===== config.mk =====
export PLATFORM = sky130hd
export DESIGN_NAME = mem_access
export DESIGN_NICKNAME = d
export VERILOG_FILES = /design/src/rtl/mem_access.sv
export SDC_FILE = /design/constraint.sdc
export NUM_CORES = 1
export LEC_CHECK = 0
export ABC_CLOCK_PERIOD_IN_PS = 3700
export CAP_MARGIN = 20
export CORE_AREA = 2 2 135 137
export CTS_CLUSTER_SIZE = 25
export DETAILED_ROUTE_END_ITERATION = 6
export DIE_AREA = 0 0 137 139
export PLACE_DENSITY = 0.77
export SYNTH_ARGS = -nofsm -noshare
export SYNTH_HDL_FRONTEND = slang
export SYNTH_SLANG_ARGS = --single-unit
export TNS_END_PERCENT = 1

===== constraint.sdc =====
create_clock -name clk -period 3.7 [get_ports clk]
set_input_delay 0.925 -clock clk [delete_from_list [all_inputs] [get_ports clk]]
set_output_delay 0.925 -clock clk [all_outputs]
set_load 0.02 [all_outputs]

===== src/rtl/mem_access.sv =====
// mem_access: MEM pipeline stage. Aligns load/store data, runs a single-outstanding
// bus request through a three-state FSM, tracks the LL/SC link bit and flags faults.
module mem_access #(
    parameter int BUS_TIMEOUT = 255
) (
    input  logic        clk,
    input  logic        rst,
    input  logic        flush,
    input  logic [4:0]  wd_i,
    input  logic        wreg_i,
    input  logic [31:0] wdata_i,
    input  logic [7:0]  aluop_i,
    input  logic [31:0] mem_addr_i,
    input  logic [31:0] reg2_i,
    input  logic [31:0] excepttype_i,
    output logic [4:0]  wd_o,
    output logic        wreg_o,
    output logic [31:0] wdata_o,
    output logic [31:0] excepttype_o,
    output logic [31:0] badvaddr_o,
    output logic        stallreq_o,
    output logic        bus_req_o,
    output logic        bus_we_o,
    output logic [31:0] bus_addr_o,
    output logic [3:0]  bus_sel_o,
    output logic [31:0] bus_wdata_o,
    input  logic [31:0] bus_rdata_i,
    input  logic        bus_ack_i,
    input  logic        bus_err_i
);

    localparam logic [7:0] EXE_LB_OP  = 8'hE0;
    localparam logic [7:0] EXE_LBU_OP = 8'hE4;
    localparam logic [7:0] EXE_LH_OP  = 8'hE1;
    localparam logic [7:0] EXE_LHU_OP = 8'hE5;
    localparam logic [7:0] EXE_LW_OP  = 8'hE3;
    localparam logic [7:0] EXE_LL_OP  = 8'hF0;
    localparam logic [7:0] EXE_SB_OP  = 8'hE8;
    localparam logic [7:0] EXE_SH_OP  = 8'hE9;
    localparam logic [7:0] EXE_SW_OP  = 8'hEB;
    localparam logic [7:0] EXE_SC_OP  = 8'hF8;

    localparam logic [31:0] EXC_ADEL = 32'h0000_1000;
    localparam logic [31:0] EXC_ADES = 32'h0000_2000;
    localparam logic [31:0] EXC_BUS  = 32'h0000_4000;

    localparam logic [7:0] TIMEOUT_LAST = 8'(BUS_TIMEOUT - 1);

    typedef enum logic [1:0] {
        S_IDLE,
        S_ACCESS,
        S_DONE
    } state_t;

    state_t      state_q, state_d;
    logic [7:0]  cnt_q, cnt_d;
    logic [31:0] rdata_q, rdata_d;
    logic        err_q, err_d;
    logic        llbit_q, llbit_d;
    logic        bus_req_q, bus_req_d;
    logic        bus_we_q, bus_we_d;
    logic [3:0]  bus_sel_q, bus_sel_d;
    logic [31:0] bus_addr_q, bus_addr_d;
    logic [31:0] bus_wdata_q, bus_wdata_d;

    logic is_lb, is_lbu, is_lh, is_lhu, is_lw, is_ll;
    logic is_sb, is_sh, is_sw, is_sc;
    logic is_byte, is_half, is_word, is_load, is_store;
    logic misaligned, ade_l, ade_s, mem_op;

    assign is_lb  = (aluop_i == EXE_LB_OP);
    assign is_lbu = (aluop_i == EXE_LBU_OP);
    assign is_lh  = (aluop_i == EXE_LH_OP);
    assign is_lhu = (aluop_i == EXE_LHU_OP);
    assign is_lw  = (aluop_i == EXE_LW_OP);
    assign is_ll  = (aluop_i == EXE_LL_OP);
    assign is_sb  = (aluop_i == EXE_SB_OP);
    assign is_sh  = (aluop_i == EXE_SH_OP);
    assign is_sw  = (aluop_i == EXE_SW_OP);
    assign is_sc  = (aluop_i == EXE_SC_OP);

    assign is_byte  = is_lb | is_lbu | is_sb;
    assign is_half  = is_lh | is_lhu | is_sh;
    assign is_word  = is_lw | is_ll | is_sw | is_sc;
    assign is_load  = is_lb | is_lbu | is_lh | is_lhu | is_lw | is_ll;
    assign is_store = is_sb | is_sh | is_sw | is_sc;

    assign misaligned = (is_half && mem_addr_i[0]) || (is_word && (mem_addr_i[1:0] != 2'b00));
    assign ade_l      = is_load && misaligned;
    assign ade_s      = is_store && misaligned;

    // An SC without a live link completes locally as a failed conditional.
    assign mem_op = (is_load || is_store) && (excepttype_i == '0) && !misaligned
                    && !(is_sc && !llbit_q);

    // Big-endian lane select and store-data replication.
    logic [3:0]  sel_n;
    logic [31:0] wdata_n;

    // NOTE: every variable driven in an always_comb gets a default first, so no
    // path through the block can leave it unassigned and infer a latch.
    always_comb begin
        sel_n   = 4'b1111;
        wdata_n = reg2_i;
        if (is_byte) begin
            wdata_n = {4{reg2_i[7:0]}};
            unique case (mem_addr_i[1:0])
                2'b00: sel_n = 4'b1000;
                2'b01: sel_n = 4'b0100;
                2'b10: sel_n = 4'b0010;
                2'b11: sel_n = 4'b0001;
            endcase
        end else if (is_half) begin
            wdata_n = {2{reg2_i[15:0]}};
            sel_n   = mem_addr_i[1] ? 4'b0011 : 4'b1100;
        end
    end

    logic [7:0]  ld_byte;
    logic [15:0] ld_half;
    logic [31:0] load_data;

    always_comb begin
        unique case (mem_addr_i[1:0])
            2'b00: ld_byte = rdata_q[31:24];
            2'b01: ld_byte = rdata_q[23:16];
            2'b10: ld_byte = rdata_q[15:8];
            2'b11: ld_byte = rdata_q[7:0];
        endcase
        ld_half = mem_addr_i[1] ? rdata_q[15:0] : rdata_q[31:16];

        load_data = rdata_q;
        if (is_lb) begin
            load_data = {{24{ld_byte[7]}}, ld_byte};
        end else if (is_lbu) begin
            load_data = {24'h0, ld_byte};
        end else if (is_lh) begin
            load_data = {{16{ld_half[15]}}, ld_half};
        end else if (is_lhu) begin
            load_data = {16'h0, ld_half};
        end
    end

    logic [31:0] exc_v;
    logic        drop_bus;

    // NOTE: combinational blocks use blocking '=' so later lines see earlier
    // results; the state register below uses non-blocking '<=' only.
    always_comb begin
        state_d     = state_q;
        cnt_d       = cnt_q;
        rdata_d     = rdata_q;
        err_d       = err_q;
        llbit_d     = llbit_q;
        bus_req_d   = bus_req_q;
        bus_we_d    = bus_we_q;
        bus_sel_d   = bus_sel_q;
        bus_addr_d  = bus_addr_q;
        bus_wdata_d = bus_wdata_q;
        drop_bus    = 1'b0;

        wd_o         = wd_i;
        wreg_o       = 1'b0;
        wdata_o      = '0;
        stallreq_o   = 1'b0;
        exc_v        = excepttype_i | (ade_l ? EXC_ADEL : '0) | (ade_s ? EXC_ADES : '0);
        badvaddr_o   = (ade_l || ade_s) ? mem_addr_i : '0;
        excepttype_o = '0;

        unique case (state_q)
            S_IDLE: begin
                if (mem_op) begin
                    stallreq_o  = 1'b1;
                    bus_req_d   = 1'b1;
                    bus_we_d    = is_store;
                    bus_addr_d  = {mem_addr_i[31:2], 2'b00};
                    bus_sel_d   = sel_n;
                    bus_wdata_d = wdata_n;
                    cnt_d       = '0;
                    err_d       = 1'b0;
                    state_d     = S_ACCESS;
                end else if (!(ade_l || ade_s)) begin
                    wreg_o  = wreg_i;
                    wdata_o = is_sc ? '0 : wdata_i;
                end
            end

            S_ACCESS: begin
                stallreq_o = 1'b1;
                cnt_d      = cnt_q + 8'd1;
                // An error, including one coincident with ack, beats the ack.
                if (bus_err_i || (cnt_q == TIMEOUT_LAST)) begin
                    err_d    = 1'b1;
                    drop_bus = 1'b1;
                    state_d  = S_DONE;
                end else if (bus_ack_i) begin
                    rdata_d  = bus_rdata_i;
                    drop_bus = 1'b1;
                    state_d  = S_DONE;
                end
            end

            S_DONE: begin
                state_d = S_IDLE;
                err_d   = 1'b0;
                if (err_q) begin
                    exc_v = exc_v | EXC_BUS;
                end else if (is_load) begin
                    wreg_o  = wreg_i;
                    wdata_o = load_data;
                    if (is_ll) begin
                        llbit_d = 1'b1;
                    end
                end else if (is_sc) begin
                    wreg_o  = wreg_i;
                    wdata_o = 32'd1;
                    llbit_d = 1'b0;
                end
            end

            default: state_d = S_IDLE;
        endcase

        if (flush) begin
            state_d    = S_IDLE;
            err_d      = 1'b0;
            cnt_d      = '0;
            drop_bus   = 1'b1;
            stallreq_o = 1'b0;
            if (exc_v != '0) begin
                llbit_d = 1'b0;
            end
        end

        if (drop_bus) begin
            bus_req_d   = 1'b0;
            bus_we_d    = 1'b0;
            bus_sel_d   = '0;
            bus_addr_d  = '0;
            bus_wdata_d = '0;
        end

        excepttype_o = exc_v;

        if (rst) begin
            wd_o         = '0;
            wreg_o       = 1'b0;
            wdata_o      = '0;
            stallreq_o   = 1'b0;
            excepttype_o = '0;
        end
    end

    always_ff @(posedge clk) begin
        if (rst) begin
            state_q     <= S_IDLE;
            cnt_q       <= '0;
            rdata_q     <= '0;
            err_q       <= 1'b0;
            llbit_q     <= 1'b0;
            bus_req_q   <= 1'b0;
            bus_we_q    <= 1'b0;
            bus_sel_q   <= '0;
            bus_addr_q  <= '0;
            bus_wdata_q <= '0;
        end else begin
            state_q     <= state_d;
            cnt_q       <= cnt_d;
            rdata_q     <= rdata_d;
            err_q       <= err_d;
            llbit_q     <= llbit_d;
            bus_req_q   <= bus_req_d;
            bus_we_q    <= bus_we_d;
            bus_sel_q   <= bus_sel_d;
            bus_addr_q  <= bus_addr_d;
            bus_wdata_q <= bus_wdata_d;
        end
    end

    // Flush withdraws the request in the same cycle it arrives.
    assign bus_req_o   = bus_req_q & ~flush;
    assign bus_we_o    = bus_we_q;
    assign bus_sel_o   = bus_sel_q;
    assign bus_addr_o  = bus_addr_q;
    assign bus_wdata_o = bus_wdata_q;

endmodule


After elaboration in Yosys (flattened, before gate mapping)
Cells that the tools add are included.
{"block": "classes", "add_sub_neg": 1, "mul": 0, "div_mod_pow": 0, "n_lt_le_gt_ge": 0, "n_eq_ne": 19, "n_shift": 0, "mux": 58, "bitwise": 19, "n_reduce_logical": 29}
{"cell": "$mux W32", "n": 14}
{"cell": "$eq A8 B8 Y1 const B", "n": 11}
{"cell": "$pmux W32 S2", "n": 1}
{"cell": "$logic_not A32 Y1", "n": 1}
{"cell": "$or A32 B13 Y32", "n": 1}
{"cell": "$or A32 B14 Y32", "n": 1}
{"cell": "$pmux W8 S4", "n": 1}
{"cell": "$reduce_bool A32 Y1", "n": 1}
{"cell": "$mux W15", "n": 2}
{"cell": "$mux W1", "n": 23}
{"cell": "$mux W16", "n": 1}
{"cell": "$pmux W4 S4", "n": 1}
{"cell": "$pmux W8 S2", "n": 1}
{"cell": "$mux W14", "n": 1}
{"cell": "$or A1 B1 Y1", "n": 14}
{"cell": "$mux W13", "n": 1}
{"cell": "$mux W4", "n": 3}
{"cell": "$add A8 B1 Y8 const B", "n": 1}
{"cell": "$logic_and A1 B1 Y1", "n": 8}
{"cell": "$mux W8", "n": 1}
{"cell": "$eq A2 B2 Y1 const B", "n": 3}
{"cell": "$mux W2", "n": 3}
{"cell": "$reduce_and A2 Y1", "n": 3}
{"cell": "$reduce_and A3 Y1", "n": 2}
{"cell": "other kinds (15)", "n": 27}
{"block": "totals", "regBits": 112, "latch_bits": 0, "mem_bits_rw": 0, "mem_bits_ro": 0, "output_inout_bits": 173, "n_memories": 0}

Depth between registers and ports, before layout
{"block": "logic_depth", "depth_word": 15, "depth_mapped": 9, "depth_no_buf": 7}

Worst setup path before layout
OpenSTA, ideal clock, no wires.
{"block": "synth_timing", "path_type": "input-to-output", "startpoint": "in aluop_i[1]", "endpoint": "out wdata_o[21]", "arrival_ns": 2.711, "slack_ns": 0.064, "cell_stages": 6, "path_buffers": 1, "path_cell_list": "or3b_1 -> nor2_1 -> o211ai_1 -> o21bai_1 -> buf_2 -> o2bb2ai_1"}
{"block": "synth_between", "elab_chain_cells": 13, "elab_cells_between_ends": 47}
{"element": "from (decl)", "line": "12", "source": "input logic [7:0] aluop_i,"}
{"element": "$eq A8 B8 Y1, on equally long branches", "line": "71, 72"}
{"element": "$or A1 B1 Y1 (5 in a row)", "line": "85", "source": "assign is_load = is_lb | is_lbu | is_lh | is_lhu | is_lw | is_ll;"}
{"element": "$logic_or A1 B1 Y1", "line": "93", "source": "assign mem_op = (is_load || is_store) && (excepttype_i == '0) && !misaligned"}
{"element": "$logic_and A1 B1 Y1 (2 in a row)", "line": "93"}
{"element": "$logic_and A1 B1 Y1", "line": "94", "source": "&& !(is_sc && !llbit_q);"}
{"element": "$mux W32", "line": "172", "source": "if (mem_op) begin"}
{"element": "$pmux W32 S2 (*)", "line": "170", "source": "unique case (state_q)"}
{"element": "$mux W32 (*)", "line": "245", "source": "if (rst) begin"}
{"element": "to (decl)", "line": "18", "source": "output logic [31:0] wdata_o,"}
Mark *: on every way between the ends. The rest lies on a longest branch, timed or not.

Worst setup path in the final report
{"block": "layout_timing", "startpoint": "in excepttype_i[30]", "endpoint": "out wdata_o[14]"}
{"block": "layout_between", "elab_chain_cells": 7}
{"element": "from (decl)", "line": "15", "source": "input logic [31:0] excepttype_i,"}
{"element": "$logic_not A32 Y1", "line": "93"}
{"element": "$logic_and A1 B1 Y1 (2 in a row)", "line": "93"}
{"element": "$logic_and A1 B1 Y1", "line": "94"}
{"element": "$mux W32", "line": "172"}
{"element": "$pmux W32 S2", "line": "170"}
{"element": "$mux W32", "line": "245"}
Every way passes these cells.

==> flow_summary.toml <==
[logic_synthesis]
yosys_warnings = 0
synth-edff-count = 0
synth_top_area_frac = 0.3432
synth_cell_types = 64
yosys-top-cells-count = "112 x dfxtp_1, 74 x nand2_1, 57 x mux2i_1, 56 x o21ai_0, 53 x nor2_1"
synth.avg_cell_area_um2 = 8.397
synth_area_leaders = "dfxtp_1 34%, mux2i_1 8.7%, o21ai_0 4.3%, nand2_1 4.3%, nand4_1 4.0%"
synth_top_flop_cell = "dfxtp_1"
ys_ff_latch = 112
ys_seq_area_frac = 0.3432
post-synth-top-count-cell = "dfxtp_1"
syn-cell-area_mm2 = 0.006533
syn-instance-count = 778
synth_top_area_cell = "dfxtp_1"
async_flop_share = 0

[critical_path]
crit_path_end_kind = "output pin"
critical_path_arrival_ps = 2860
criticalPathCategory = "input pin to output pin"
cp.required_ps = 2770
start_kind = "input pin"
crit_path_max_fanout = 8

[routing]
drt_iter0_drc = 423
wire_per_inst_um = 19.17
dr.pass1.iters = 5
vias = 7534
post-route-drc-count = 0
vias_per_cell = 5.412
postRouteAntennaNets = 0
drt-total-wl_um = 26680

[placement]
gp_congestion = 0.8553
post-dp-hpwl_um = 19550
place.port_buffers = 349

[global_route]
grt_max_degree = 111
antenna_found_initial = 2
grt.total_usage = 0.2620
grt_overflow = 0
grt_pass1_wl_um = 39390
grt_pass1_vias = 7169

[floorplanning]
fp-row-count = 49
dieWidth_um = 137
fp.dieH_um = 139
start_util = 0.3700
core_region_area_mm2 = 0.01766
die-area_mm2 = 0.01904
pin_count = 352

[clock_tree]
cts_made_buffers = 9
cts_tree = "yes"
cts_sinks = 112
cts_root_buf = "clkbuf_16"
cts_hold_buf = 0
clk_latency_ps = 350
path_clk_slew_ps = 60
htreeDepth = 3
cts_buffer_depth = 2

[job]
cap_violations = 0

[timing]
clock_skew_ps = 9.078
slew_viol_final = 0
setup-violations-final = 32
fin_crit_sh = 1.024
relSlewSlack = 0.4368
fin_tns_setup_ps = -2002
hold_viol = 0
max_freq_mhz = 264.0
rsz0062_at_grt = "true"
min_period_ps = 3788
fin_ws_ps = -88.50
max_slew.worst_pin.slew_ps = 844.8

[finish]
seqCellArea_mm2 = 0.002242
num-nets-final = 1338
area_growth_pct = 72.94
drive_gt1_frac = 0.2153
multi_input_area_mm2 = 0.004130
n_fill_cell = 1522
post-route-util = 0.6398

[power_and_ir_drop]
cellPowerDensity_mw_per_mm2 = 244.9
p_total_mw = 2.767
power_leakage_nw = 4.333
ir_drop_uv = 279.3

[run_status]
status = "complete, but fails checks"
violations = "setup timing"

[worst_hold_path]
hp-class = "flip-flop to flip-flop"
-- power breakdown --
group,internal [mW],switching (mW),total [mW]
logic,0.311,0.253,0.565
registers,1.20,0.00000000000275,1.20
clock network,0.561,0.437,0.998
total,2.08,0.690,2.77
-- placed cells by master, fill, tap and decap left out, drive strengths merged, types with 4 or more instances in the layout --
| cell | Yosys | final |
|---|---|---|
| dlymetal6s2s | 0 | 31 |
| clkbuf | 46 | 21 |
| clkdlybuf4s50 | 0 | 240 |
| a31o | 16 | 16 |
| a21oi | 32 | 32 |
| nor2 | 55 | 55 |
| o21a | 4 | 4 |
| dfxtp | 112 | 112 |
| and2 | 30 | 30 |
| nor2b | 36 | 36 |
| mux2 | 8 | 8 |
| or2 | 9 | 9 |
| nor4 | 19 | 19 |
| nor3 | 10 | 10 |
| o211ai | 19 | 19 |
| mux4 | 7 | 7 |
| inv | 6 | 6 |
| nand2 | 75 | 75 |
| a31oi | 4 | 4 |
| nand3 | 10 | 10 |
| nand4 | 42 | 42 |
| mux2i | 57 | 57 |
| a2111oi | 10 | 10 |
| o21ai | 64 | 64 |
| nand2b | 4 | 4 |
| o2bb2ai | 24 | 24 |
| a22o | 8 | 8 |
| and3 | 5 | 5 |
| buf | 26 | 157 |
| o22a | 8 | 8 |
-- what timing repair did --
item | CTS | global route
gates cloned | 0 | 3
pin swaps | 5 | 27
endpoints found under the setup margin | 68 | 68
gates resized for setup | 325 | 107
buffers inserted | 0 | 5
-- state kept, by name (all words and copies together) (netlist names) --
| name | flops |
|---|---|
| bus_addr_o | 30 |
| bus_req_q | 1 |
| bus_sel_o | 4 |
| bus_wdata_o | 32 |
| bus_we_o | 1 |
| cnt_q | 8 |
| err_q | 1 |
| llbit_q | 1 |
| rdata_q | 32 |
| state_q | 2 |
-- worst max-delay path, stage by stage --
cell and delay (ps):
buf_8 100, nor4_4 260, buf_4 150, nand4_1 90, buf_4 180, a2111o_1 400
o2111a_2 240, buf_12 160, a22o_1 220, buf_6 130
-- per-layer routing --
layer	wire [um]	track usage	share of wire
met1	10880	0.3219	0.41
met2	13140	0.4430	0.49
met3	2109	0.07749	0.079
met4	554	0.07108	0.021
met5	0	0	0
-- kinds of logic (layout without fill, tap and decap cells) --
| family | Yosys count | count (layout) | share of synthesized area |
|---|---|---|---|
| adders and majority gates | 2 | 2 | 0.003830 |
| buffers and inverters | 78 | 460 | 0.05248 |
| and+or+nand+nor | 306 | 306 | 0.2475 |
| muxes | 72 | 72 | 0.1253 |
| DFF | 112 | 112 | 0.3432 |
| AOI/OAI and AO/OA | 205 | 205 | 0.2245 |
| other | 1 | 4 | 0.0005741 |
| xor gates and xnor gates | 2 | 2 | 0.002682 |
-- layout make-up --
cell class | count | share of cell area
multi-input cells | 589 | 0.3656
flip-flops and latches | 112 | 0.1985
repair buffers | 439 | 0.3817
clock inverters | 2 | 0.003433
well taps | 229 | 0.02536
inverters | 6 | 0.001994
diodes | 2 | 0.0004430
clock buffers | 13 | 0.02304
-- stage by stage --
step	cell area, um^2	hold WS [ps]	worst slack, ps	instances
4_1_cts	10970	459.4	-465.5	1382
2_1_floorplan	6536	432.8	64.32	779
3_5_place_dp	10740	446.0	-842.6	1367
5_1_grt	11290	475.4	-158.9	1391
6_report	11300	458.8	-88.50	1392
3_3_place_gp	10740	438.7	-805.2	1367
-- final timing paths --
kind,start,end,slack (ps),cells past startpoint
setup reg to reg,cnt_q[0],bus_wdata_o[13],1300,7
setup / recovery,excepttype_i[30],wdata_o[14],-90,10
hold reg to reg,bus_addr_o[17],bus_addr_o[17],460,2
hold / removal,bus_addr_o[17],bus_addr_o[17],460,2
(Power assumes the default switching activity.)
